**config.mk**
```make
export PLATFORM = sky130hd
export DESIGN_NAME = gpio_bank
export DESIGN_NICKNAME = d
export VERILOG_FILES = /design/src/rtl/gpio_bank.sv
export SDC_FILE = /design/constraint.sdc
export NUM_CORES = 1
export LEC_CHECK = 0
export CAP_MARGIN = 20
export CORE_MARGIN = 2
export CORE_UTILIZATION = 30
export DETAILED_ROUTE_END_ITERATION = 10
export PLACE_DENSITY = 0.61
export SLEW_MARGIN = 20
export SYNTH_ARGS = -nofsm -noshare
export SYNTH_HDL_FRONTEND = slang
export SYNTH_SLANG_ARGS = --single-unit
export TNS_END_PERCENT = 30
```
**constraint.sdc**
```tcl
create_clock -name CLK -period 4.9 [get_ports CLK]
set_input_delay 0.98 -clock CLK [delete_from_list [all_inputs] [get_ports CLK]]
set_output_delay 0.98 -clock CLK [all_outputs]
set_load 0.05 [all_outputs]
```
**src/rtl/gpio_bank.sv**
```systemverilog
`default_nettype none
// ============================================================================
//  Module      : gpio_bank
//  Description : Memory-mapped N-pin GPIO bank on the M-stage data bus.
//                Per-pin direction, atomic set/clear/toggle of the output
//                register, synchronised pad inputs and, when the macro
//                GPIO_BANK_IRQ_EN is defined, rising/falling edge detection
//                with write-1-to-clear pending bits and a level interrupt.
//                Read data is combinational on A.
//  Revision    : 1.0 - initial release
// ============================================================================
module gpio_bank #(
    parameter int          N_PINS      = 8,
    parameter logic [31:0] BASE_ADDR   = 32'h80000100,
    parameter int          SYNC_STAGES = 2
) (
    input  logic              CLK,
    input  logic              reset,
    input  logic              WE,
    input  logic [31:0]       A,
    input  logic [31:0]       WD,
    output logic [31:0]       RD,
    input  logic [N_PINS-1:0] gpio_in,
    output logic [N_PINS-1:0] gpio_out,
    output logic [N_PINS-1:0] gpio_oe,
    output logic              irq
);

    // Register indices (A[5:2])
    localparam logic [3:0] c_IDX_DATA_OUT = 4'h0;
    localparam logic [3:0] c_IDX_DIR      = 4'h1;
    localparam logic [3:0] c_IDX_DATA_IN  = 4'h2;
    localparam logic [3:0] c_IDX_SET      = 4'h3;
    localparam logic [3:0] c_IDX_CLR      = 4'h4;
    localparam logic [3:0] c_IDX_TGL      = 4'h5;
    localparam logic [3:0] c_IDX_RISE_EN  = 4'h6;
    localparam logic [3:0] c_IDX_FALL_EN  = 4'h7;
    localparam logic [3:0] c_IDX_PENDING  = 4'h8;

    // ------------------------------------------------------------------------
    // Bus decode
    // ------------------------------------------------------------------------
    logic              w_sel;
    logic [3:0]        w_idx;
    logic              w_wr;
    logic [N_PINS-1:0] w_wd;
    logic              w_unusedBits;

    assign w_sel = (A[31:6] == BASE_ADDR[31:6]);
    assign w_idx = A[5:2];
    assign w_wr  = WE && w_sel;
    assign w_wd  = WD[N_PINS-1:0];

    // Byte lane bits and the write-data bits above N_PINS carry no meaning here
    assign w_unusedBits = ^{A[1:0], WD};

    // ------------------------------------------------------------------------
    // Output data and direction registers
    // ------------------------------------------------------------------------
    logic [N_PINS-1:0] r_dataOut;
    logic [N_PINS-1:0] r_dir;

    // DATA_OUT: plain write plus atomic set / clear / toggle aliases
    always_ff @(posedge CLK) begin
        if (reset) begin
            r_dataOut <= '0;
        end else if (w_wr) begin
            case (w_idx)
                c_IDX_DATA_OUT: r_dataOut <= w_wd;
                c_IDX_SET:      r_dataOut <= r_dataOut | w_wd;
                c_IDX_CLR:      r_dataOut <= r_dataOut & ~w_wd;
                c_IDX_TGL:      r_dataOut <= r_dataOut ^ w_wd;
                default:        r_dataOut <= r_dataOut;
            endcase
        end
    end

    // DIR: per-pin output enable
    always_ff @(posedge CLK) begin
        if (reset) begin
            r_dir <= '0;
        end else if (w_wr && (w_idx == c_IDX_DIR)) begin
            r_dir <= w_wd;
        end
    end

    assign gpio_out = r_dataOut;
    assign gpio_oe  = r_dir;

    // ------------------------------------------------------------------------
    // Input synchroniser; the last stage is the architectural DATA_IN
    // ------------------------------------------------------------------------
    logic [SYNC_STAGES-1:0][N_PINS-1:0] r_sync;
    logic [N_PINS-1:0]                  w_dataIn;

    // Shift the asynchronous pads through the flop chain
    always_ff @(posedge CLK) begin
        if (reset) begin
            r_sync <= '0;
        end else begin
            r_sync[0] <= gpio_in;
            for (int i = 1; i < SYNC_STAGES; i++) begin
                r_sync[i] <= r_sync[i-1];
            end
        end
    end

    assign w_dataIn = r_sync[SYNC_STAGES-1];

    // ------------------------------------------------------------------------
    // Edge detection and interrupt
    // ------------------------------------------------------------------------
    logic [N_PINS-1:0] w_riseEnRd;
    logic [N_PINS-1:0] w_fallEnRd;
    logic [N_PINS-1:0] w_pendingRd;

`ifdef GPIO_BANK_IRQ_EN
    logic [N_PINS-1:0] r_riseEn;
    logic [N_PINS-1:0] r_fallEn;
    logic [N_PINS-1:0] r_pending;
    logic [N_PINS-1:0] r_prev;
    logic [N_PINS-1:0] w_rise;
    logic [N_PINS-1:0] w_fall;
    logic [N_PINS-1:0] w_clr;

    // Edge enable registers
    always_ff @(posedge CLK) begin
        if (reset) begin
            r_riseEn <= '0;
            r_fallEn <= '0;
        end else if (w_wr) begin
            if (w_idx == c_IDX_RISE_EN) r_riseEn <= w_wd;
            if (w_idx == c_IDX_FALL_EN) r_fallEn <= w_wd;
        end
    end

    // Edge history: one-cycle delayed copy of DATA_IN
    always_ff @(posedge CLK) begin
        if (reset) begin
            r_prev <= '0;
        end else begin
            r_prev <= w_dataIn;
        end
    end

    assign w_rise = w_dataIn & ~r_prev & r_riseEn;
    assign w_fall = ~w_dataIn & r_prev & r_fallEn;
    assign w_clr  = (w_wr && (w_idx == c_IDX_PENDING)) ? w_wd : '0;

    // PENDING: new edges are OR-ed in after the W1C so a coincident edge survives
    always_ff @(posedge CLK) begin
        if (reset) begin
            r_pending <= '0;
        end else begin
            r_pending <= (r_pending & ~w_clr) | w_rise | w_fall;
        end
    end

    assign w_riseEnRd  = r_riseEn;
    assign w_fallEnRd  = r_fallEn;
    assign w_pendingRd = r_pending;
    assign irq         = |r_pending;
`else
    assign w_riseEnRd  = '0;
    assign w_fallEnRd  = '0;
    assign w_pendingRd = '0;
    assign irq         = 1'b0;
`endif

    // ------------------------------------------------------------------------
    // Read path
    // ------------------------------------------------------------------------
    logic [N_PINS-1:0] w_rdField;

    // Select the addressed register; write-only and unmapped offsets read 0
    always_comb begin
        w_rdField = '0;
        case (w_idx)
            c_IDX_DATA_OUT: w_rdField = r_dataOut;
            c_IDX_DIR:      w_rdField = r_dir;
            c_IDX_DATA_IN:  w_rdField = w_dataIn;
            c_IDX_RISE_EN:  w_rdField = w_riseEnRd;
            c_IDX_FALL_EN:  w_rdField = w_fallEnRd;
            c_IDX_PENDING:  w_rdField = w_pendingRd;
            default:        w_rdField = '0;
        endcase
    end

    // Zero-extend to the bus width and gate by window select
    always_comb begin
        RD = '0;
        if (w_sel) begin
            RD[N_PINS-1:0] = w_rdField;
        end
    end

endmodule
`default_nettype wire

```
==> results.yml, run 1 <==
cts:
  cts_tree: "yes"
  clk_pin_slew_ns: 0.06
  clkSinkCount: 32
  htree_levels: 2
  numCtsBuffers: 5
  ctsHoldBuffers: 0
  cts_root_buf: "clkbuf_8"
  cts_buffer_depth: 2
  clock_latency_ns: 0.28
  post_cts_buffers: 0
  ctsResizeCount: 0
cells_and_area:
  area_delta_synth_final_pct: 37.3
  antenna-diode-count: 0
  nets: 403
  drive_gt1_share_pct: 12.2
  nFillCells: 717
  final_util_pct: 42.9
yosys:
  synth_edf_count: 0
  synthTopCellsByCount: "32 x dfxtp_1, 26 x buf_4, 24 x a21oi_1"
  yosysTopAreaCell: "dfxtp_1"
  syn_area_per_cell_sq_um: 9.19
  yosysUniqueCellTypes: 32
  async_reset_ff_share_pct: 0
  synth_area_leaders: "dfxtp_1 28%, ha_1 8.8%, buf_4 8.6%"
  synth.top_cell.area_share_pct: 28.1
  yosys.cell_count.top_type: "dfxtp_1"
  ys_warn_count: 0
  ys_seq_area_share_pct: 28.1
  synth-main-ff-cell: "dfxtp_1"
  ys_ff_latch: 32
  synth_area_sq_mm: 0.00228
  syn_inst: 248
drt:
  wl_per_cell_microns: 13.3
  vias_per_cell: 4.73
  drt_iter0_drc: 75
  dr.pass1.iters: 4
  drt_wl_total_mm: 5.46
  ant_nets: 0
  vias: 1942
  route.detailed.drc: 0
placed_design:
  dp_hpwl_mm: 4.19
  port-buffer-count: 72
  place_congestion: 0.715
worst_setup_path:
  worstSetupStartpointType: "input port"
  critPathRequiredTime_ns: 3.92
  r2r_start: "gpio_out[7]"
  rr_worst_depth: 6
  r2r-end: "gpio_out[7]"
  worstPathMaxFanout: 8
  crit_path_cell_trace: "clkdlybuf4s50_1, nor4_4, nand4_1, nor3_1, buf_12"
  arrival_ns: 2.88
  path_class: "in2out"
  worst_path_max_delay_cell: "nor3_1"
  r2r_slack_ns: 3.36
  slowest_delay_ns: 0.46
  end_kind: "primary output"
min_path:
  whs_endpoint: "w_dataIn[3]"
  min-delay-start: "r_sync[3]"
  hold_class: "reg2reg"
  whs_path_depth: 1
sta:
  rsz0062_at_grt: "no"
  final_hold_viol_count: 0
  worst_clock_skew_ns: 0.00313
  fin_tns_setup_ns: 0
  finalSetupViolCount: 0
  slew_headroom_pct: 32.3
  max_freq_ghz: 0.259
  fin_crit_sh_pct: 78.7
  period_minus_slack_ns: 3.86
  slew_violations: 0
  tightest_slew_ns: 1.01
pwr:
  ir_drop_v: 0.000104
  power_frac_comb_pct: 23.1
  p_sw_share_pct: 29.8
  p_seq_share_pct: 45.0
  p_clk_share_pct: 31.9
  p_int_mw: 0.417
  powerDensity_mw_per_mm2: 190
  leakage_nw: 1.24
  switchingPower_mw: 0.177
  power.total_mw: 0.595
global_route:
  antenna_found_initial: 0
  grt_pass1_vias: 1900
  track_usage_pct: 13.3
  grt_pass1_wl_mm: 9.00
  grt_max_degree: 28
  globalRouteOverflowTotal: 0
floorplan:
  dieHeight_microns: 91.2
  rows: 31
  fp.coreArea_sq_mm: 0.00729
  start_util_pct: 31.3
  dieArea_sq_mm: 0.00831
  die_w_microns: 91.2
  io_pins: 124
flow_run:
  drv_cap: 0
status:
  outcome: "finished clean"
## final cells by class
type                    count  area [sq um]  area share [%]
multi-input cells         182          1400            44.9
repair buffers             75           823            26.3
flip-flops and latches     32           641            20.5
well taps                  99           124            3.96
clock buffers               6          72.6            2.32
inverters                  16          60.1            1.92
clock inverters             1          5.00           0.160
## how the worst max path moves through the flow
stage / end / depth (start not counted) / slack, ns / startpoint
after floorplan: RD[0] / 5 / 0.90 / A[2]
after global placement: RD[0] / 5 / 1.05 / A[21]
after detailed placement: RD[4] / 5 / 1.03 / A[21]
after CTS: RD[4] / 5 / 1.02 / A[21]
after global routing: RD[6] / 5 / 0.88 / A[21]
final: RD[4] / 5 / 1.04 / A[21]
## through the flow
| stage | area [sq um] | cells | hold WS, ns | setup WS [ns] |
|---|---|---|---|---|
| 3_3_place_gp | 3050 | 404 | 0.426 | 1.05 |
| 4_1_cts | 3130 | 411 | 0.438 | 1.02 |
| 5_1_grt | 3130 | 411 | 0.462 | 0.880 |
| 6_report | 3130 | 411 | 0.435 | 1.04 |
| 3_5_place_dp | 3050 | 404 | 0.423 | 1.03 |
| 2_1_floorplan | 2370 | 272 | 0.414 | 0.902 |
## power groups by stage
stage	Combinational (mW)	Sequential [mW]	Clock (mW)
floorplan	0.0980	0.273	0
global placement	0.135	0.273	0
detailed placement	0.137	0.273	0
CTS	0.138	0.267	0.196
global route	0.147	0.268	0.206
finish	0.137	0.267	0.190
## cell families (layout without fill, tap and decap cells)
| logic type | after synthesis | in the layout | synth area share, % |
|---|---|---|---|
| DFF | 32 | 32 | 28.1 |
| AOI/OAI and AO/OA | 41 | 41 | 11.3 |
| xor gates and xnor gates | 1 | 1 | 0.384 |
| other | 1 | 25 | 0.164 |
| adders and majority gates | 16 | 16 | 8.78 |
| muxes | 24 | 24 | 12.3 |
| buffers and inverters | 58 | 98 | 14.3 |
| and+or+nand+nor | 75 | 75 | 24.7 |
## worst max-delay path: cells and delay by family
| family | cells | cell delay, ns |
|---|---|---|
| buffers and inverters | 2 | 0.64 |
| and+or+nand+nor | 3 | 1.25 |
## sequential cells by signal, indices dropped and copies added (netlist names)
register  count
w_dataIn      8
gpio_out      8
r_sync        8
gpio_oe       8
## layout by cell type, fill, tap and decap left out, drive strengths merged, types with 11 or more instances in the layout
cell / instances
nand4: 11
buf: 11
ha: 16
nor2b: 17
conb: 25
mux2i: 16
a21oi: 24
dfxtp: 32
clkdlybuf4s50: 64
inv: 16
nor2: 17
## per-layer routing
metal	wire length, microns	track usage (%)
met1	2370	16.0
met3	547	4.90
met4	63	3.79
met2	2470	22.3
met5	0	0
Note: power is estimated with default switching activity, not from simulation.
==> inputs of run 2 (changes only) <==
PLACE_DENSITY = 0.63   (was 0.61)
clock period = 3.4 ns   (was 4.9 ns; I/O delays follow)
==> results.yml, run 2 (synthesized netlist as in run 1, its figures left out) <==
sta:
  slew_violations: 0
  slew_headroom_pct: 40.7
  rsz0062_at_grt: "yes"
  finalSetupViolCount: 0
  worst_clock_skew_ns: 0.000724
  max_freq_ghz: 0.308
  final_hold_viol_count: 0
  setup_ws_ns: 0.149
  period_minus_slack_ns: 3.25
  tightest_slew_ns: 0.887
  fin_crit_sh_pct: 95.6
cells_and_area:
  drive_gt1_share_pct: 13.9
  nets: 406
  final_common_cell: "clkdlybuf4s50_1"
  area_delta_synth_final_pct: 40.6
  antenna-diode-count: 0
  final_cell_mix: "64 x clkdlybuf4s50_1, 32 x dfxtp_1, 25 x conb_1"
worst_setup_path:
  slowest_delay_ns: 0.48
  crit_buf_inv: 2
  worstPathMaxFanout: 8
  worst_path_max_delay_cell: "nor3_1"
  path_delay_family: "simple AND/OR/NAND/NOR gates"
  worstSetupStartpointType: "input port"
  path_class: "in2out"
  r2r_slack_ns: 1.89
  critPathRequiredTime_ns: 2.72
  end_kind: "primary output"
  arrival_ns: 2.57
  r2r_start: "gpio_out[3]"
  rr_worst_depth: 6
  r2r-end: "gpio_out[3]"
  crit_path_cell_trace: "clkdlybuf4s50_1, nor4_4, nand4_1, nor3_1, buf_12"
min_path:
  whs_path_depth: 1
  hold_class: "reg2reg"
  min-delay-start: "r_sync[2]"
  whs_endpoint: "w_dataIn[2]"
placed_design:
  dp_hpwl_mm: 4.22
  dp_slack_ns: 0.126
  place_congestion: 0.693
  port-buffer-count: 72
cts:
  ctsHoldBuffers: 0
  clkSinkCount: 32
  clock_latency_ns: 0.28
  numCtsBuffers: 5
  htree_levels: 2
  cts_buffer_depth: 2
  clk_pin_slew_ns: 0.06
  cts_root_buf: "clkbuf_8"
  cts_tree: "yes"
global_route:
  antenna_found_initial: 0
  grt_pass1_wl_mm: 8.70
  globalRouteOverflowTotal: 0
  grt_max_degree: 25
  grt_pass1_vias: 1810
  track_usage_pct: 12.9
drt:
  vias_per_cell: 4.63
  dr.pass1.iters: 4
  wl_per_cell_microns: 12.8
  route.detailed.drc: 0
  drt_iter0_drc: 56
  drt_wl_total_mm: 5.31
  vias: 1923
  ant_nets: 0
pwr:
  ir_drop_v: 0.000155
  power.total_mw: 0.982
  leakage_nw: 1.27
  powerDensity_mw_per_mm2: 306
floorplan:
  dieHeight_microns: 91.2
  rows: 31
  start_util_pct: 31.3
  die_w_microns: 91.2
  fp.coreArea_sq_mm: 0.00729
  io_pins: 124
  dieArea_sq_mm: 0.00831
status:
  outcome: "finished clean"
flow_run:
  drv_cap: 0
-- run 2: changes by cell type in the layout (fill, tap and decap cells not counted) --
cell       delta
buf_4         +3
clkbuf_1      -1
bufinv_16     +1
nor3_1        -1
clkbuf_8      +2
nor3_2        +1
clkinv_2      -1
-- run 2: timing repair --
action / CTS / global route
endpoints found under the setup margin: 0 / 1
setup buffers: 0 / 0
resized for setup: 0 / 1
-- run 2: worst register-to-register path, stage by stage (launching register included) --
cell,delay (ns)
dfxtp_1,0.41
inv_1,0.09
ha_1,0.27
mux2i_1,0.14
o22a_1,0.13
a21oi_1,0.06
mux2_4,0.30
-- run 2: per-layer routing --
| metal | track usage (%) | vias up | share of wire, % |
|---|---|---|---|
| met5 | 0 | - | 0 |
| met3 | 4.65 | 3 | 7.8 |
| met4 | 2.65 | 0 | 0.64 |
| met1 | 15.8 | 881 | 45 |
| li1 | - | 958 | - |
| met2 | 21.7 | 81 | 47 |
-- run 2: metrics by stage --
step	utilization (%)	std cells	area, sq um	hold WS (ns)	TNS [ns]
after floorplan	-	272	2370	0.414	0
after global placement	42.2	407	3070	0.423	0
after detailed placement	42.2	407	3070	0.422	0
after CTS	43.9	415	3200	0.438	0
after global routing	44.0	415	3210	0.451	-0.0462
final	44.0	415	3210	0.435	0
-- run 2: worst max-delay path by stage --
stage,slack [ns],depth (start not counted),to,startpoint
5_1_grt,-0.03,5,RD[6],A[18]
3_5_place_dp,0.13,5,RD[4],A[18]
3_3_place_gp,0.14,5,RD[0],A[18]
4_1_cts,0.13,5,RD[4],A[18]
2_1_floorplan,0.002,5,RD[0],A[2]
6_report,0.15,5,RD[6],A[18]
-- run 2: report_power, final --
part	internal [mW]	switching, mW
registers	0.384	0.00171
logic	0.0810	0.118
clock network	0.258	0.139
-- run 2: cell type report --
type / instances / area [sq um]
sequential: 32 / 641
clock buffer: 7 / 96.3
inverter: 16 / 60.1
tap: 99 / 124
clock inverter: 1 / 30.0
timing repair buffer: 78 / 846
fill: 727 / 4090
multi-input combinational: 182 / 1410
